### src/rtl/uart_receive_engine_if.sv
// Host-side bundle for the UART receiver: serial line, frame configuration
// and the received-byte handshake with its status flags.
interface uart_receive_engine_if;
    logic        rx;
    logic        eight;
    logic        pen;
    logic        ohel;
    logic [18:0] baud_out;
    logic        read;
    logic [7:0]  rx_data;
    logic        RxRdy;
    logic        perr;
    logic        ferr;
    logic        ovf;

    modport master (
        output rx, eight, pen, ohel, baud_out, read,
        input  rx_data, RxRdy, perr, ferr, ovf
    );

    modport slave (
        input  rx, eight, pen, ohel, baud_out, read,
        output rx_data, RxRdy, perr, ferr, ovf
    );
endinterface

### src/rtl/uart_receive_engine.sv
// Asynchronous serial receiver: 7/8 data bits, optional odd/even parity, one
// stop bit; each byte is presented with ready/read handshake and error flags.
module uart_receive_engine (
    input  logic                 clk,
    input  logic                 reset,
    uart_receive_engine_if.slave bus
);
    typedef enum logic [1:0] {IDLE, START, DATA, WAIT_HI} state_t;

    state_t      state_q;
    logic        rx_meta_q;
    logic        rx_s_q;
    logic [18:0] cnt_q;
    logic [3:0]  idx_q;
    logic [9:1]  frame_q;
    logic [7:0]  rx_data_q;
    logic        rx_rdy_q;
    logic        perr_q;
    logic        ferr_q;
    logic        ovf_q;

    logic [3:0]  last_idx;
    logic [7:0]  data_d;
    logic        par_bit;
    logic        par_exp;
    logic        perr_d;
    logic        half_bit;
    logic        full_bit;
    logic        data_sample;
    logic        complete;

    // Frame index 0 is the start bit; the stop bit is always index last_idx.
    always_comb begin
        last_idx    = 4'd8 + {3'd0, bus.eight} + {3'd0, bus.pen};
        data_d      = {bus.eight & frame_q[8], frame_q[7:1]};
        par_bit     = bus.eight ? frame_q[9] : frame_q[8];
        par_exp     = (^data_d) ^ bus.ohel;
        perr_d      = bus.pen & (par_bit != par_exp);
        half_bit    = (cnt_q == {1'b0, bus.baud_out[18:1]});
        full_bit    = (cnt_q == bus.baud_out);
        data_sample = (state_q == DATA) && full_bit;
        complete    = data_sample && (idx_q == last_idx);
    end

    generate
        for (genvar gi = 1; gi <= 9; gi++) begin : g_frame_bit
            always_ff @(posedge clk or posedge reset) begin
                if (reset) begin
                    frame_q[gi] <= 1'b0;
                end else if (data_sample && idx_q == 4'(gi)) begin
                    frame_q[gi] <= rx_s_q;
                end
            end
        end
    endgenerate

    always_ff @(posedge clk or posedge reset) begin
        if (reset) begin
            rx_meta_q <= 1'b1;
            rx_s_q    <= 1'b1;
            state_q   <= IDLE;
            cnt_q     <= '0;
            idx_q     <= '0;
            rx_data_q <= '0;
            rx_rdy_q  <= 1'b0;
            perr_q    <= 1'b0;
            ferr_q    <= 1'b0;
            ovf_q     <= 1'b0;
        end else begin
            rx_meta_q <= bus.rx;
            rx_s_q    <= rx_meta_q;

            case (state_q)
                IDLE: begin
                    cnt_q <= '0;
                    if (!rx_s_q) state_q <= START;
                end
                START: begin
                    if (half_bit) begin
                        cnt_q <= '0;
                        if (rx_s_q) begin
                            state_q <= IDLE;
                        end else begin
                            state_q <= DATA;
                            idx_q   <= 4'd1;
                        end
                    end else begin
                        cnt_q <= cnt_q + 19'd1;
                    end
                end
                DATA: begin
                    if (full_bit) begin
                        cnt_q <= '0;
                        idx_q <= idx_q + 4'd1;
                        if (complete) state_q <= rx_s_q ? IDLE : WAIT_HI;
                    end else begin
                        cnt_q <= cnt_q + 19'd1;
                    end
                end
                WAIT_HI: begin
                    // A held-low line must rise before another start is accepted.
                    cnt_q <= '0;
                    if (rx_s_q) state_q <= IDLE;
                end
                default: state_q <= IDLE;
            endcase

            // Completion has priority over a coincident read.
            if (complete) begin
                rx_data_q <= data_d;
                rx_rdy_q  <= 1'b1;
                perr_q    <= perr_d;
                ferr_q    <= ~rx_s_q;
                ovf_q     <= ~bus.read & (ovf_q | rx_rdy_q);
            end else if (bus.read) begin
                rx_rdy_q <= 1'b0;
                perr_q   <= 1'b0;
                ferr_q   <= 1'b0;
                ovf_q    <= 1'b0;
            end
        end
    end

    assign bus.rx_data = rx_data_q;
    assign bus.RxRdy   = rx_rdy_q;
    assign bus.perr    = perr_q;
    assign bus.ferr    = ferr_q;
    assign bus.ovf     = ovf_q;
endmodule

### src/flat_wrapper.sv
// flat-port wrapper written by rule: the top's interface ports become plain ports
module uart_receive_engine_flat 
  (clk, reset, bus_rx, bus_eight, bus_pen, bus_ohel, bus_baud_out, bus_read, bus_rx_data, bus_RxRdy, bus_perr, bus_ferr, bus_ovf);
  uart_receive_engine_if bus_i ();
  input  logic clk;
  input  logic reset;
  input wire logic [$bits(bus_i.rx)-1:0] bus_rx;
  input wire logic [$bits(bus_i.eight)-1:0] bus_eight;
  input wire logic [$bits(bus_i.pen)-1:0] bus_pen;
  input wire logic [$bits(bus_i.ohel)-1:0] bus_ohel;
  input wire logic [$bits(bus_i.baud_out)-1:0] bus_baud_out;
  input wire logic [$bits(bus_i.read)-1:0] bus_read;
  output wire logic [$bits(bus_i.rx_data)-1:0] bus_rx_data;
  output wire logic [$bits(bus_i.RxRdy)-1:0] bus_RxRdy;
  output wire logic [$bits(bus_i.perr)-1:0] bus_perr;
  output wire logic [$bits(bus_i.ferr)-1:0] bus_ferr;
  output wire logic [$bits(bus_i.ovf)-1:0] bus_ovf;
  assign bus_i.rx = bus_rx;
  assign bus_i.eight = bus_eight;
  assign bus_i.pen = bus_pen;
  assign bus_i.ohel = bus_ohel;
  assign bus_i.baud_out = bus_baud_out;
  assign bus_i.read = bus_read;
  assign bus_rx_data = bus_i.rx_data;
  assign bus_RxRdy = bus_i.RxRdy;
  assign bus_perr = bus_i.perr;
  assign bus_ferr = bus_i.ferr;
  assign bus_ovf = bus_i.ovf;
  uart_receive_engine u_core (.clk(clk), .reset(reset), .bus(bus_i));
endmodule
### config.mk
export PLATFORM = sky130hd
export DESIGN_NAME = uart_receive_engine_flat
export DESIGN_NICKNAME = d
export VERILOG_FILES = /design/src/rtl/uart_receive_engine_if.sv /design/src/rtl/uart_receive_engine.sv /design/src/flat_wrapper.sv
export SDC_FILE = /design/constraint.sdc
export NUM_CORES = 1
export LEC_CHECK = 0
export ABC_AREA = 1
export CORE_ASPECT_RATIO = 1.5
export CORE_UTILIZATION = 56
export DETAILED_ROUTE_END_ITERATION = 8
export GPL_TIMING_DRIVEN = 1
export PLACE_DENSITY_LB_ADDON = 0.2
export SLEW_MARGIN = 25
export SYNTH_ARGS = -nofsm -noshare
export SYNTH_HDL_FRONTEND = slang
export SYNTH_SLANG_ARGS = --single-unit
### constraint.sdc
create_clock -name clk -period 1.95 [get_ports clk]
set_input_delay 0.585 -clock clk [delete_from_list [all_inputs] [get_ports clk]]
set_output_delay 0.585 -clock clk [all_outputs]
set_load 0.02 [all_outputs]
# Word level (Yosys, flattened, before mapping)
# Index checks and enable logic that the tools add are counted.
# word_totals
output_inout_bits	12
input_bits	26
word_cells	91
ff_bits	48
# classes
addsub	4
n_eq_ne	22
reduce_logical	18
bitwise_logic	7
mux	21
# op_table
cell	n
$pmux 19 s3	1
$mux 19	2
$add 19x1->19 const B	1
$eq 19x18->1	1
$eq 19x19->1	1
$eq 4x3->1 const B	4
$mux 2	7
$mux 4	3
$logic_and 1x1->1	11
$eq 4x2->1 const B	2
$eq 4x4->1 const B	2
$ne 2x1->1 const B	4
$pmux 2 s4	1
$pmux 4 s2	1
$reduce_xor 8->1	1
$mux 1	6
$reduce_and 5->1	1
$add 4x1->4	1
$add 4x1->4 const A	1
$add 4x1->4 const B	1
$eq 2x2->1 const B	2
$eq 4x1->1 const B	1
$eq 4x4->1	1
$ne 2x2->1 const B	2
other kinds (10)	14

# Logic depth before layout (Yosys ltp)
# depth
depth_word	7
ltp_mapped	14
depth_no_buf	13

# Worst setup path after synthesis
# No wires, ideal clock.
# synth_path
path_kind	input to register
start	in bus_baud_out[11]
end	reg u_core.perr_q (netlist: u_core.bus.perr)
n_path_buf	1
arrival_time_ps	1531
path_stages	12
t_required_ps	1833
setup_ps	117
slack_ps	302
path_cell_list	inv_1 nand2_1 nand2_1 nor2_1 nand2_1 nor2_2 nand3_2 nor2_4 nand2_2 buf_6 nand3_1 nand2_1
# synth_between
elab_chain_cells	4
word_cells_on_any_way	5
classes_between	1 x eq/ne; 1 x mux; 3 x reduce/logical
# synth_lines
element	line_no	rtl
start: declaration	flat_wrapper.sv:11	input wire logic [$bits(bus_i.baud_out)-1:0] bus_baud_out;
$eq 19x19->1 (*)	uart_receive_engine.sv:40	full_bit = (cnt_q == bus.baud_out);
$logic_and 1x1->1 (*)	uart_receive_engine.sv:41	data_sample = (state_q == DATA) && full_bit;
$logic_and 1x1->1 (*)	uart_receive_engine.sv:42	complete = data_sample && (idx_q == last_idx);
$mux 1 or $reduce_bool 2->1 (tied branches)	--	
end signal: assignment	uart_receive_engine.sv:112	perr_q <= perr_d;
end: declaration	uart_receive_engine.sv:18	logic perr_q;
# Every way passes the cells marked *; elsewhere a longest branch is shown, timed or not.
# A chain may end at the register's enable or synchronous reset.

# Worst setup path in the final report
# layout_path
start	in bus_pen
end	reg u_core.ferr_q (netlist: u_core.bus.ferr)
# layout_between
elab_chain_cells	4
word_cells_on_any_way	5
classes_between	1 x add/sub; 1 x eq/ne; 1 x mux; 2 x reduce/logical
# layout_lines
element	line_no	rtl
start: declaration	flat_wrapper.sv:9	input wire logic [$bits(bus_i.pen)-1:0] bus_pen;
$add 4x1->4 (*)	uart_receive_engine.sv:34	last_idx = 4'd8 + {3'd0, bus.eight} + {3'd0, bus.pen};
$eq 4x4->1 (*)	uart_receive_engine.sv:42	
$logic_and 1x1->1 (*)	uart_receive_engine.sv:42	
$mux 1 or $reduce_bool 2->1 (tied branches)	--	
end signal: assignment	uart_receive_engine.sv:113	ferr_q <= ~rx_s_q;
end: declaration	uart_receive_engine.sv:19	logic ferr_q;
# Marked as above.

==> run_results.csv <==
group,metric,value,unit
status,outcome,"finished, final reports clean",
clock_tree,cts_buffers,5,
layout,fin_nets,539,
sta,rsz0062_at_grt,"yes",
clock_tree,cts_hold_buf,0,
sta,min_period,1.88,ns
setup_path,required,2.14,ns
global_routing,track_usage,0.281,
routing,first_pass_iters,4,
sta,worst_pin_slew,0.357,ns
sta,finalHoldViolCount,0,
clock_tree,numClockSinks,48,
synthesis,syn-num-nets,479,
floorplan,die_h,92.3,um
clock_tree,cts_max_level,2,
sta,fin_skew,0.00396,ns
placement,io_buffers,37,
power,power,1860,uW
layout,antenna_cells,0,
setup_path,start_kind,"input pin",
sta,setup_viol,0,
synthesis,syn_area_per_cell,6.80,um2
setup_path,path_delay_family,"buffers and inverters",
layout,area_growth,26.7,%
global_routing,antenna_found_initial,0,
global_routing,grt_overflow_total,0,
routing,drtIter0Drc,116,
floorplan,core-area,5160,um2
clock_tree,ctsRootBufferMaster,"clkbuf_8",
floorplan,fp.dieArea,5740,um2
sta,fin_hold_ws,0.361,ns
placement,gp_congestion,0.953,
global_routing,grt_pass1_vias,2867,
clock_tree,cts_tree,"built",
floorplan,io_pins,38,
routing,ant_nets,0,
setup_path,crit_slowest_cell,"clkdlybuf4s50_1",
power,ir_drop,413,uV
floorplan,rows,32,
clock_tree,cts_buffer_depth,2,
routing,vias_per_cell,5.17,
flow_run,drv_cap,0,
routing,wl,7.44,mm
global_routing,grt_pass1_wl,12.6,mm
setup_path,arrival,2.07,ns
clock_tree,clkSlewWorstSetupHoldPaths,0.09,ns
routing,num_vias,2978,
synthesis,syn_area,3040,um2
hold_path,hold_class,"flop to flop",
sta,slew_headroom,0.761,
synthesis,synth_seq_area_share,0.396,
synthesis,ys_types,28,
power,leakagePower,0.00196,uW
floorplan,start_util,0.589,
routing,drc,0,
routing,wire_per_inst,12.9,um
sta,fin_crit_sh,0.966,
setup_path,worstSetupEndpointType,"flop",
power,power_density,482,nW/um2
floorplan,die_width,62.2,um
placement,hpwl,5.75,mm
clock_tree,clk_latency,0.30,ns
layout,drive_gt1_frac,0.169,
setup_path,path_common_cell,"nand3_1",
global_routing,grt_max_degree,30,
sta,drv_slew,0,
synthesis,synthCells,447,
synthesis,yosysWarnings,0,
setup_path,path_cells,"clkdlybuf4s50_1 > ha_1 > xnor2_1 > nand3_1 > inv_2 > nand2_2 > buf_12 > nand3_1 > o21ai_0",
setup_path,criticalPathCategory,"input pin to flop",
setup_path,cp_max_fo,8,
sta,fmax,531,MHz
synthesis,ys_ff_latch,48,
setup_path,crit_buf_inv,3,
setup_path,slowest_delay,0.43,ns
-- layout by cell type (no fill, tap or decap), types with 6 or more instances in the layout --
master / n
dfrtp_2: 9
ha_1: 6
clkbuf_2: 7
nor2_1: 42
nor2_2: 6
inv_1: 52
xor2_1: 13
buf_4: 15
dlygate4sd2_1: 6
nand2_2: 6
clkdlybuf4s50_1: 17
nand3_1: 24
nand4_1: 11
nand2_1: 162
o21ai_1: 11
o21ai_0: 11
clkdlybuf4s15_1: 6
clkbuf_8: 6
a21oi_1: 6
dfrtp_1: 37
inv_2: 11
nor3_1: 7
buf_12: 6
-- worst register-to-register path, stage by stage (launching register included) --
cell and delay (ns):
dfrtp_2 0.46, inv_2 0.07, nand2_1 0.07, nand2_1 0.07, nor2_2 0.16, nand2_2 0.09, nor2_4 0.12, nand3_4 0.09
nor2_4 0.17, buf_12 0.13, buf_16 0.10, nand3_1 0.09, nand2_1 0.08, o21ai_1 0.05
-- synth_stat cells, drive strengths merged --
library cell / count / area [um2]
dfrtp: 46 / 1150
a21oi: 6 / 30.0
nor3: 7 / 35.0
nor4: 3 / 18.8
ha: 6 / 75.1
dfstp: 2 / 52.6
nand3b: 1 / 7.51
inv: 64 / 240
nand2: 168 / 641
o21ai: 23 / 119
clkbuf: 1 / 5.00
nor2: 51 / 204
xor2: 13 / 114
xnor2: 5 / 43.8
nand4: 11 / 68.8
nand3: 29 / 150
buf: 7 / 58.8
nor3b: 2 / 15.0
or2: 2 / 12.5
-- final cells by class --
class	count	area (um2)
clock buffer	6	82.6
clock inverter	2	15.0
fill	419	1310
inverter	64	243
multi-input combinational	327	1600
sequential	48	1210
tap	68	85.1
timing repair buffer	61	613
-- state kept, by name (all words and copies together), names as in the netlist --
| name | count |
|---|---|
| u_core.bus.RxRdy | 1 |
| u_core.bus.ferr | 1 |
| u_core.bus.ovf | 1 |
| u_core.bus.perr | 1 |
| u_core.bus.rx_data | 8 |
| u_core.cnt_q | 19 |
| u_core.data_d | 7 |
| u_core.frame_q | 2 |
| u_core.idx_q | 4 |
| u_core.rx_meta_q | 1 |
| u_core.rx_s_q | 1 |
| u_core.state_q | 2 |
-- power breakdown --
group | internal, uW | switching [uW] | total, uW
logic | 87.7 | 114 | 202
clock network | 287 | 347 | 635
registers | 1010 | 16.4 | 1020
-- cells by family (layout without fill, tap and decap cells) --
kind of cell               count (synthesis)  after routing  synth area share
AOI/OAI and AO/OA                         29             29            0.0490
xor gates and xnor gates                  18             18            0.0518
adders and majority gates                  6              6            0.0247
buffers and inverters                     72            133             0.100
DFF                                       48             48             0.396
and+or+nand+nor                          274            274             0.379
-- stage by stage --
stage          std cells  setup WS [ns]  area [um2]   util  setup TNS [ns]
2_1_floorplan        447          0.224        3040      -               0
3_3_place_gp         563         -0.493        3640  0.704          -19.72
3_5_place_dp         563         -0.553        3640  0.704          -21.43
4_1_cts              575        0.00132        3810  0.737               0
5_1_grt              576       -0.00269        3850  0.746        -0.00433
6_report             576         0.0666        3850  0.746               0
-- what timing repair did --
action,CTS,global route
pin swaps,11,13
setup endpoints to repair,46,46
setup buffers,3,1
gates cloned,1,0
resized for setup,31,41
endpoints found under the hold margin,0,0
-- final timing paths --
| check | startpoint | to | slack [ns] | cells after the start |
|---|---|---|---|---|
| min in group asynchronous | reset | u_core.bus.rx_data[1]$_DFFE_PP0P_ | 0.63 | 3 |
| max in group asynchronous | reset | u_core.rx_meta_q$_DFF_PP1_ | 1.06 | 3 |
| max reg2reg | u_core.cnt_q[9]$_DFF_PP0_ | u_core.data_d[1]$_DFFE_PP0P_ | 0.07 | 13 |
| min reg2reg | u_core.rx_meta_q$_DFF_PP1_ | u_core.rx_s_q$_DFF_PP1_ | 0.36 | 0 |
| min | u_core.rx_meta_q$_DFF_PP1_ | u_core.rx_s_q$_DFF_PP1_ | 0.36 | 0 |
| max | bus_pen | u_core.bus.ferr$_DFFE_PP0P_ | 0.07 | 9 |
-- per-layer routing --
metal	GRT usage	wire length [um]	part of all wire
met1	0.286	2800	0.38
met2	0.535	4070	0.55
met3	0.0398	211	0.028
met4	0.163	355	0.048
met5	0	0	0
No activity file was read; power rests on OpenSTA's default activity.
